--- config.mk ---
export PLATFORM = sky130hd
export DESIGN_NAME = vmul_issue_ctrl
export DESIGN_NICKNAME = d
export VERILOG_FILES = /design/src/rtl/vmul_pkg.sv /design/src/rtl/vmul_word_assembler.sv /design/src/rtl/vmul_issue_ctrl.sv
export SDC_FILE = /design/constraint.sdc
export NUM_CORES = 1
export LEC_CHECK = 0
export ABC_AREA = 1
export ABC_CLOCK_PERIOD_IN_PS = 3600
export BUFFER_PORTS_ARGS = -buffer_cell sky130_fd_sc_hd__buf_2
export CORE_UTILIZATION = 45
export CTS_BUF_LIST = sky130_fd_sc_hd__clkbuf_8
export CTS_CLUSTER_SIZE = 20
export DETAILED_ROUTE_END_ITERATION = 16
export PLACE_DENSITY = 0.71
export REMOVE_ABC_BUFFERS = 1
export SLEW_MARGIN = 10
export SYNTH_ARGS = -nofsm -noshare
export SYNTH_HDL_FRONTEND = slang
export SYNTH_SLANG_ARGS = --single-unit
--- constraint.sdc ---
create_clock -name clk -period 3.6 [get_ports clk]
set_clock_uncertainty 0.2 [all_clocks]
set_input_delay 0.36 -clock clk [delete_from_list [all_inputs] [get_ports clk]]
set_output_delay 0.36 -clock clk [all_outputs]
set_load 0.02 [all_outputs]
--- src/rtl/vmul_pkg.sv ---
// Shared types and defaults for the packed vector multiply sequencer.
package vmul_pkg;

   localparam int REG_WIDTH_DEF = 32;
   localparam int VLEN_DEF      = 128;

   typedef enum logic [1:0] {
      SEW_8   = 2'b00,
      SEW_16  = 2'b01,
      SEW_32  = 2'b10,
      SEW_ILL = 2'b11
   } sew_e;

   typedef enum logic [1:0] {
      ST_IDLE,
      ST_ISSUE,
      ST_DRAIN,
      ST_RESP
   } ctrl_state_e;

endpackage

--- src/rtl/vmul_word_assembler.sv ---
// Result register filled one word per multiplier return, in return order.
module vmul_word_assembler
   import vmul_pkg::*;
#(
   parameter  int VLEN      = VLEN_DEF,
   parameter  int REG_WIDTH = REG_WIDTH_DEF,
   localparam int NWORDS    = VLEN / REG_WIDTH,
   localparam int CW        = $clog2(NWORDS + 1)
) (
   input  logic                 clk,
   input  logic                 reset_n,
   input  logic                 clr,
   input  logic                 wr_en,
   input  logic [REG_WIDTH-1:0] wr_data,
   output logic [CW-1:0]        ret_cnt,
   output logic [VLEN-1:0]      res
);

   localparam int IW = (NWORDS > 1) ? $clog2(NWORDS) : 1;

   logic [NWORDS-1:0][REG_WIDTH-1:0] words;
   logic [CW-1:0]                    cnt;

   // Writes past the last word are dropped so the count saturates at NWORDS.
   always_ff @(posedge clk or negedge reset_n) begin
      if (!reset_n) begin
         words <= '0;
         cnt   <= '0;
      end else if (clr) begin
         words <= '0;
         cnt   <= '0;
      end else if (wr_en && (cnt < CW'(NWORDS))) begin
         words[cnt[IW-1:0]] <= wr_data;
         cnt                <= cnt + CW'(1);
      end
   end

   assign ret_cnt = cnt;
   assign res     = words;

   a_cnt_bound: assert property (@(posedge clk) disable iff (!reset_n) cnt <= CW'(NWORDS));

endmodule

--- src/rtl/vmul_issue_ctrl.sv ---
// Slices two VLEN operands into words, issues them to the packed multiplier
// and holds the reassembled product until writeback takes it.
//
// state    | meaning
// ST_IDLE  | ready for a new operation
// ST_ISSUE | one word pair per cycle to the multiplier
// ST_DRAIN | all words issued, waiting for remaining returns
// ST_RESP  | result valid, waiting for res_ready_i
module vmul_issue_ctrl
   import vmul_pkg::*;
#(
   parameter int VLEN      = VLEN_DEF,
   parameter int REG_WIDTH = REG_WIDTH_DEF
) (
   input  logic                 clk,
   input  logic                 reset_n,
   input  logic                 start_i,
   output logic                 ready_o,
   input  logic [1:0]           sew_i,
   input  logic [VLEN-1:0]      vs1_i,
   input  logic [VLEN-1:0]      vs2_i,
   output logic                 mul_valid_o,
   output logic [REG_WIDTH-1:0] mul_a_o,
   output logic [REG_WIDTH-1:0] mul_b_o,
   output logic [1:0]           mul_sew_o,
   input  logic                 mul_valid_i,
   input  logic [REG_WIDTH-1:0] mul_res_i,
   output logic                 res_valid_o,
   input  logic                 res_ready_i,
   output logic [VLEN-1:0]      res_o,
   output logic                 err_o
);

   localparam int NWORDS = VLEN / REG_WIDTH;
   localparam int CW     = $clog2(NWORDS + 1);
   localparam int IW     = (NWORDS > 1) ? $clog2(NWORDS) : 1;

   ctrl_state_e                      state, state_nxt;
   logic [NWORDS-1:0][REG_WIDTH-1:0] vs1_q, vs2_q;
   sew_e                             sew_q;
   logic                             err_q;
   logic [IW-1:0]                    iss_cnt;
   logic [CW-1:0]                    ret_cnt;
   logic                             accept, wr_en, ret_done, last_issue;

   assign accept     = start_i && (state == ST_IDLE);
   assign wr_en      = mul_valid_i && ((state == ST_ISSUE) || (state == ST_DRAIN));
   assign last_issue = (iss_cnt == IW'(NWORDS - 1));
   // Counts a return landing this cycle so a same-cycle final word skips DRAIN.
   assign ret_done   = (ret_cnt == CW'(NWORDS)) ||
                       (wr_en && (ret_cnt == CW'(NWORDS - 1)));

   always_ff @(posedge clk or negedge reset_n) begin
      if (!reset_n) begin
         state <= ST_IDLE;
      end else begin
         state <= state_nxt;
      end
   end

   always_comb begin
      state_nxt   = state;
      ready_o     = 1'b0;
      mul_valid_o = 1'b0;
      res_valid_o = 1'b0;
      case (state)
         ST_IDLE: begin
            ready_o = 1'b1;
            if (start_i) begin
               state_nxt = (sew_i == SEW_ILL) ? ST_RESP : ST_ISSUE;
            end
         end
         ST_ISSUE: begin
            mul_valid_o = 1'b1;
            if (last_issue) begin
               state_nxt = ret_done ? ST_RESP : ST_DRAIN;
            end
         end
         ST_DRAIN: begin
            if (ret_done) begin
               state_nxt = ST_RESP;
            end
         end
         ST_RESP: begin
            res_valid_o = 1'b1;
            if (res_ready_i) begin
               state_nxt = ST_IDLE;
            end
         end
         default: state_nxt = ST_IDLE;
      endcase
   end

   always_ff @(posedge clk or negedge reset_n) begin
      if (!reset_n) begin
         vs1_q   <= '0;
         vs2_q   <= '0;
         sew_q   <= SEW_8;
         err_q   <= 1'b0;
         iss_cnt <= '0;
      end else if (accept) begin
         vs1_q   <= vs1_i;
         vs2_q   <= vs2_i;
         sew_q   <= sew_e'(sew_i);
         err_q   <= (sew_i == SEW_ILL);
         iss_cnt <= '0;
      end else if (state == ST_ISSUE) begin
         iss_cnt <= iss_cnt + IW'(1);
      end
   end

   vmul_word_assembler #(
      .VLEN      (VLEN),
      .REG_WIDTH (REG_WIDTH)
   ) u_asm (
      .clk     (clk),
      .reset_n (reset_n),
      .clr     (accept),
      .wr_en   (wr_en),
      .wr_data (mul_res_i),
      .ret_cnt (ret_cnt),
      .res     (res_o)
   );

   assign mul_a_o   = mul_valid_o ? vs1_q[iss_cnt] : '0;
   assign mul_b_o   = mul_valid_o ? vs2_q[iss_cnt] : '0;
   assign mul_sew_o = sew_q;
   assign err_o     = err_q && res_valid_o;

   a_no_stray_ret: assert property (@(posedge clk) disable iff (!reset_n)
      mul_valid_i |-> ((state == ST_ISSUE) || (state == ST_DRAIN)));

endmodule

==> PnR_summary.wiki <==
{| class="wikitable"
! Metric !! Value
|-
| Routed wire length || about 63000 um
|-
| Largest delay share family, worst path || buffers and inverters
|-
| Number of CTS-inserted buffers || 70
|-
| Setup Buffers After CTS || 0
|-
| Critical path endpoint category || output port
|-
| Pre-CTS setup slack || approximately 1.0 ns
|-
| Total count of hold-check failures in the final report || 0
|-
| Final setup violation count || 0
|-
| Ordered cell list for the critical path || inv_4, buf_4, o21ai_1, a21oi_1, buf_2
|-
| Min-Delay Endpoint || state[1]
|-
| Worst reg2reg path startpoint || state[1]
|-
| Multi-input gate area || about 6600 um2
|-
| Iter 0 DRT Violations || ~1400
|-
| Die boundary width || 198 um
|-
| Clock edge transition at the registers on the reported setup and hold paths || 0.06 ns
|-
| Startpoint of the most critical hold path || res_ready_i
|-
| Insertion delay to the later sink of the worst-skew pair || between 0.6 and 0.7 ns
|-
| Buffer cell driving the clock tree root || clkbuf_8
|-
| Destination of the worst register-to-register timing path || vs1_q[110]
|-
| Clock sink total || about 390
|-
| Type of the worst min-delay path || input port to flop
|-
| Number of I/O port buffers || between 400 and 500
|-
| Number of fill cells || 2878
|-
| Initial Utilization || 0.458
|-
| Number of nets with antenna violations after detailed routing || 0
|-
| Drt first pass iters || 7
|-
| Crit path setup slack, layout || around 0.36 ns
|-
| Number of levels in the clock H-tree || 3
|-
| Post-Synthesis Cells || 2119
|-
| Max-cap viol count || 0
|-
| Share of the yosys chip area belonging to registers || 0.571
|-
| RSZ-0062 raised after global routing || false
|-
| CTS tree || built
|-
| Total core area || approximately 38000 um2
|-
| Commonest non-fill, non-tap cells in the layout || nand2_1, buf_2, dfrtp_1, dlygate4sd3_1, nor2_1
|-
| Remaining global-route overflow || 0
|-
| Warning count from the yosys run || 0
|-
| GRT Total Usage || 0.321
|-
| Crit path max-delay cell type || dfrtp_4
|-
| Dpl hpwl || about 36000 um
|-
| Share of cells above drive strength 1 || 0.231
|-
| Leakage power || about 13 nW
|-
| Buf+Inv Stages, Crit Path || 3
|-
| Reg-to-reg slack, setup || 0.99 ns
|-
| Maximum number of pins on one net before global-route repair || around 130
|-
| Outcome || finished clean
|-
| Cell area reported after detailed placement || slightly above 20000 um2
|-
| Unique cell type count in the Yosys netlist || 21
|-
| Worst Hold Path Cells || 7
|-
| Depth of the worst register-to-register path || 7
|-
| Layout net count || roughly 3200
|-
| Top-Level Pins || slightly below 500
|-
| Synthesis-to-layout area growth || 43.5%
|-
| Worst path max stage delay || between 0.5 and 0.6 ns
|-
| Min Tclk post-route || 3.24 ns
|-
| Type of the worst setup path || flop to output port
|-
| Slew at the pin with the worst max-slew slack || 0.983 ns
|-
| Fmax achieved || 308 MHz
|-
| WP depth || 5
|-
| Worst IR drop on VDD || ~0.56 mV
|-
| Via count of the first global-routing pass || approximately 19000
|-
| Wire length of the first global-routing pass || roughly 98000 um
|-
| Number of placement rows || around 70
|-
| Total area of sequential cells || between 9000 and 10000 um2
|-
| Vertical die dimension || between 150 and 200 um
|-
| Placer congestion estimate || between 0.8 and 0.9
|-
| Post-route clock period utilization || 0.901
|-
| Post-detailed-route wirelength per cell || about 18 um
|-
| Vias after detailed routing || between 15000 and 20000
|-
| Commonest non-fill, non-tap cell in the layout || nand2_1
|-
| Via/cell ratio || ~5.3
|-
| Max-slew violations || 0
|-
| DRC viols || 0
|-
| Initial antenna violation count || 14
|-
| Total negative setup slack || 0 ns
|-
| Max clock buf depth || 3
|-
| Element type at the critical path start || flop
|-
| Summed area of non-filler cells in the final layout || roughly 25000 um2
|-
| Worst EP required || roughly 3 ns
|-
| Die area || ~39000 um2
|-
| Average footprint of a synthesized cell || around 8 um2
|-
| Power per cell area || approximately 830 nW/um2
|-
| Data arrival time of the worst path || ~2.7 ns
|-
| Number of synthesized register bits || 394
|-
| Max_slew headroom || 0.345
|-
| Syn Std Cell Area || roughly 17000 um2
|-
| Max Fanout on Critical Path || 39
|}
-- logic make-up after synthesis --
| family | after synthesis | share of synthesized area |
|---|---|---|
| simple gates | 1203 | 0.271 |
| flops | 394 | 0.571 |
| compound gates | 329 | 0.103 |
| buf+inv | 182 | 0.0465 |
| fa+ha+maj | 11 | 0.00797 |
-- worst max-delay path by stage --
| stage | start | slack, ns | to |
|---|---|---|---|
| detailed placement | state[0] | 1.03 | u_asm.res[41] |
| global placement | state[0] | 1.10 | iss_cnt[0] |
| global route | iss_cnt[0] | 0.24 | mul_b_o[6] |
| finish | iss_cnt[0] | 0.36 | mul_b_o[6] |
| floorplan | state[0] | -5.21 | u_asm.ret_cnt[1] |
| CTS | iss_cnt[1] | 0.49 | mul_a_o[21] |
-- power breakdown --
group          switching (mW)  internal [mW]
registers                1.12           6.30
logic                    5.65           2.81
clock network            1.96           2.68
-- stage by stage --
stage / std cells / hold slack (ns) / util / power [mW]
2_1_floorplan: 1974 / -0.136 / - / 12.5
3_3_place_gp: 3015 / 0.224 / 0.537 / 15.0
3_5_place_dp: 3015 / 0.235 / 0.537 / 15.3
4_1_cts: 3435 / 0.00353 / 0.657 / 20.2
5_1_grt: 3447 / 0.0951 / 0.657 / 21.8
6_report: 3450 / 0.0576 / 0.658 / 20.5
-- cells in the mapped netlist --
| cell | number | area (um2) |
|---|---|---|
| nand3_1 | 110 | 551 |
| o21ai_0 | 59 | 295 |
| nor2_1 | 262 | 983 |
| nand2_2 | 9 | 56.3 |
| clkbuf_1 | 71 | 267 |
| inv_2 | 2 | 7.51 |
| o211ai_1 | 1 | 7.51 |
| ha_1 | 11 | 138 |
| a22oi_1 | 12 | 90.1 |
| a21oi_1 | 65 | 325 |
| buf_4 | 2 | 15.0 |
| nand2_1 | 821 | 3080 |
| buf_6 | 7 | 78.8 |
| o21ai_1 | 178 | 891 |
| o31ai_1 | 1 | 7.51 |
| inv_1 | 35 | 131 |
| a22oi_2 | 13 | 163 |
| dfrtp_1 | 394 | 9860 |
| buf_1 | 18 | 67.6 |
| nor2_4 | 1 | 11.3 |
| buf_2 | 47 | 235 |
-- sequential cells by signal, summed over array words and instances, names as in the netlist --
name,flops
err_q,1
iss_cnt,2
mul_sew_o,2
state,2
u_asm.res,128
u_asm.ret_cnt,3
vs1_q,128
vs2_q,128
-- layout make-up --
type                            instances  share of cell area
Sequential cell                       394               0.398
Multi-Input combinational cell       1543               0.267
Clock buffer                          100              0.0556
Tap cell                              511              0.0258
Antenna cell                           15             0.00152
Clock inverter                         28             0.00844
Inverter                               37             0.00591
Timing Repair Buffer                  822               0.237
-- routing by layer --
metal	part of all wire	global-route usage
met4	0.055	0.195
met1	0.37	0.373
met2	0.46	0.507
met5	0.00022	0
met3	0.11	0.116
-- repair_timing --
item	in CTS	in global routing
endpoints found under the hold margin	466	0
gates resized for setup	0	0
hold buffers	292	0
-- worst reg2reg max path: cells and delay by family, from the launching register on --
family | cells | cell delay, ns
fa+ha+maj | 1 | 0.31
buf+inv | 3 | 1.04
flops | 1 | 0.41
simple gates | 3 | 0.58
Power figures use the tool's default switching activity.
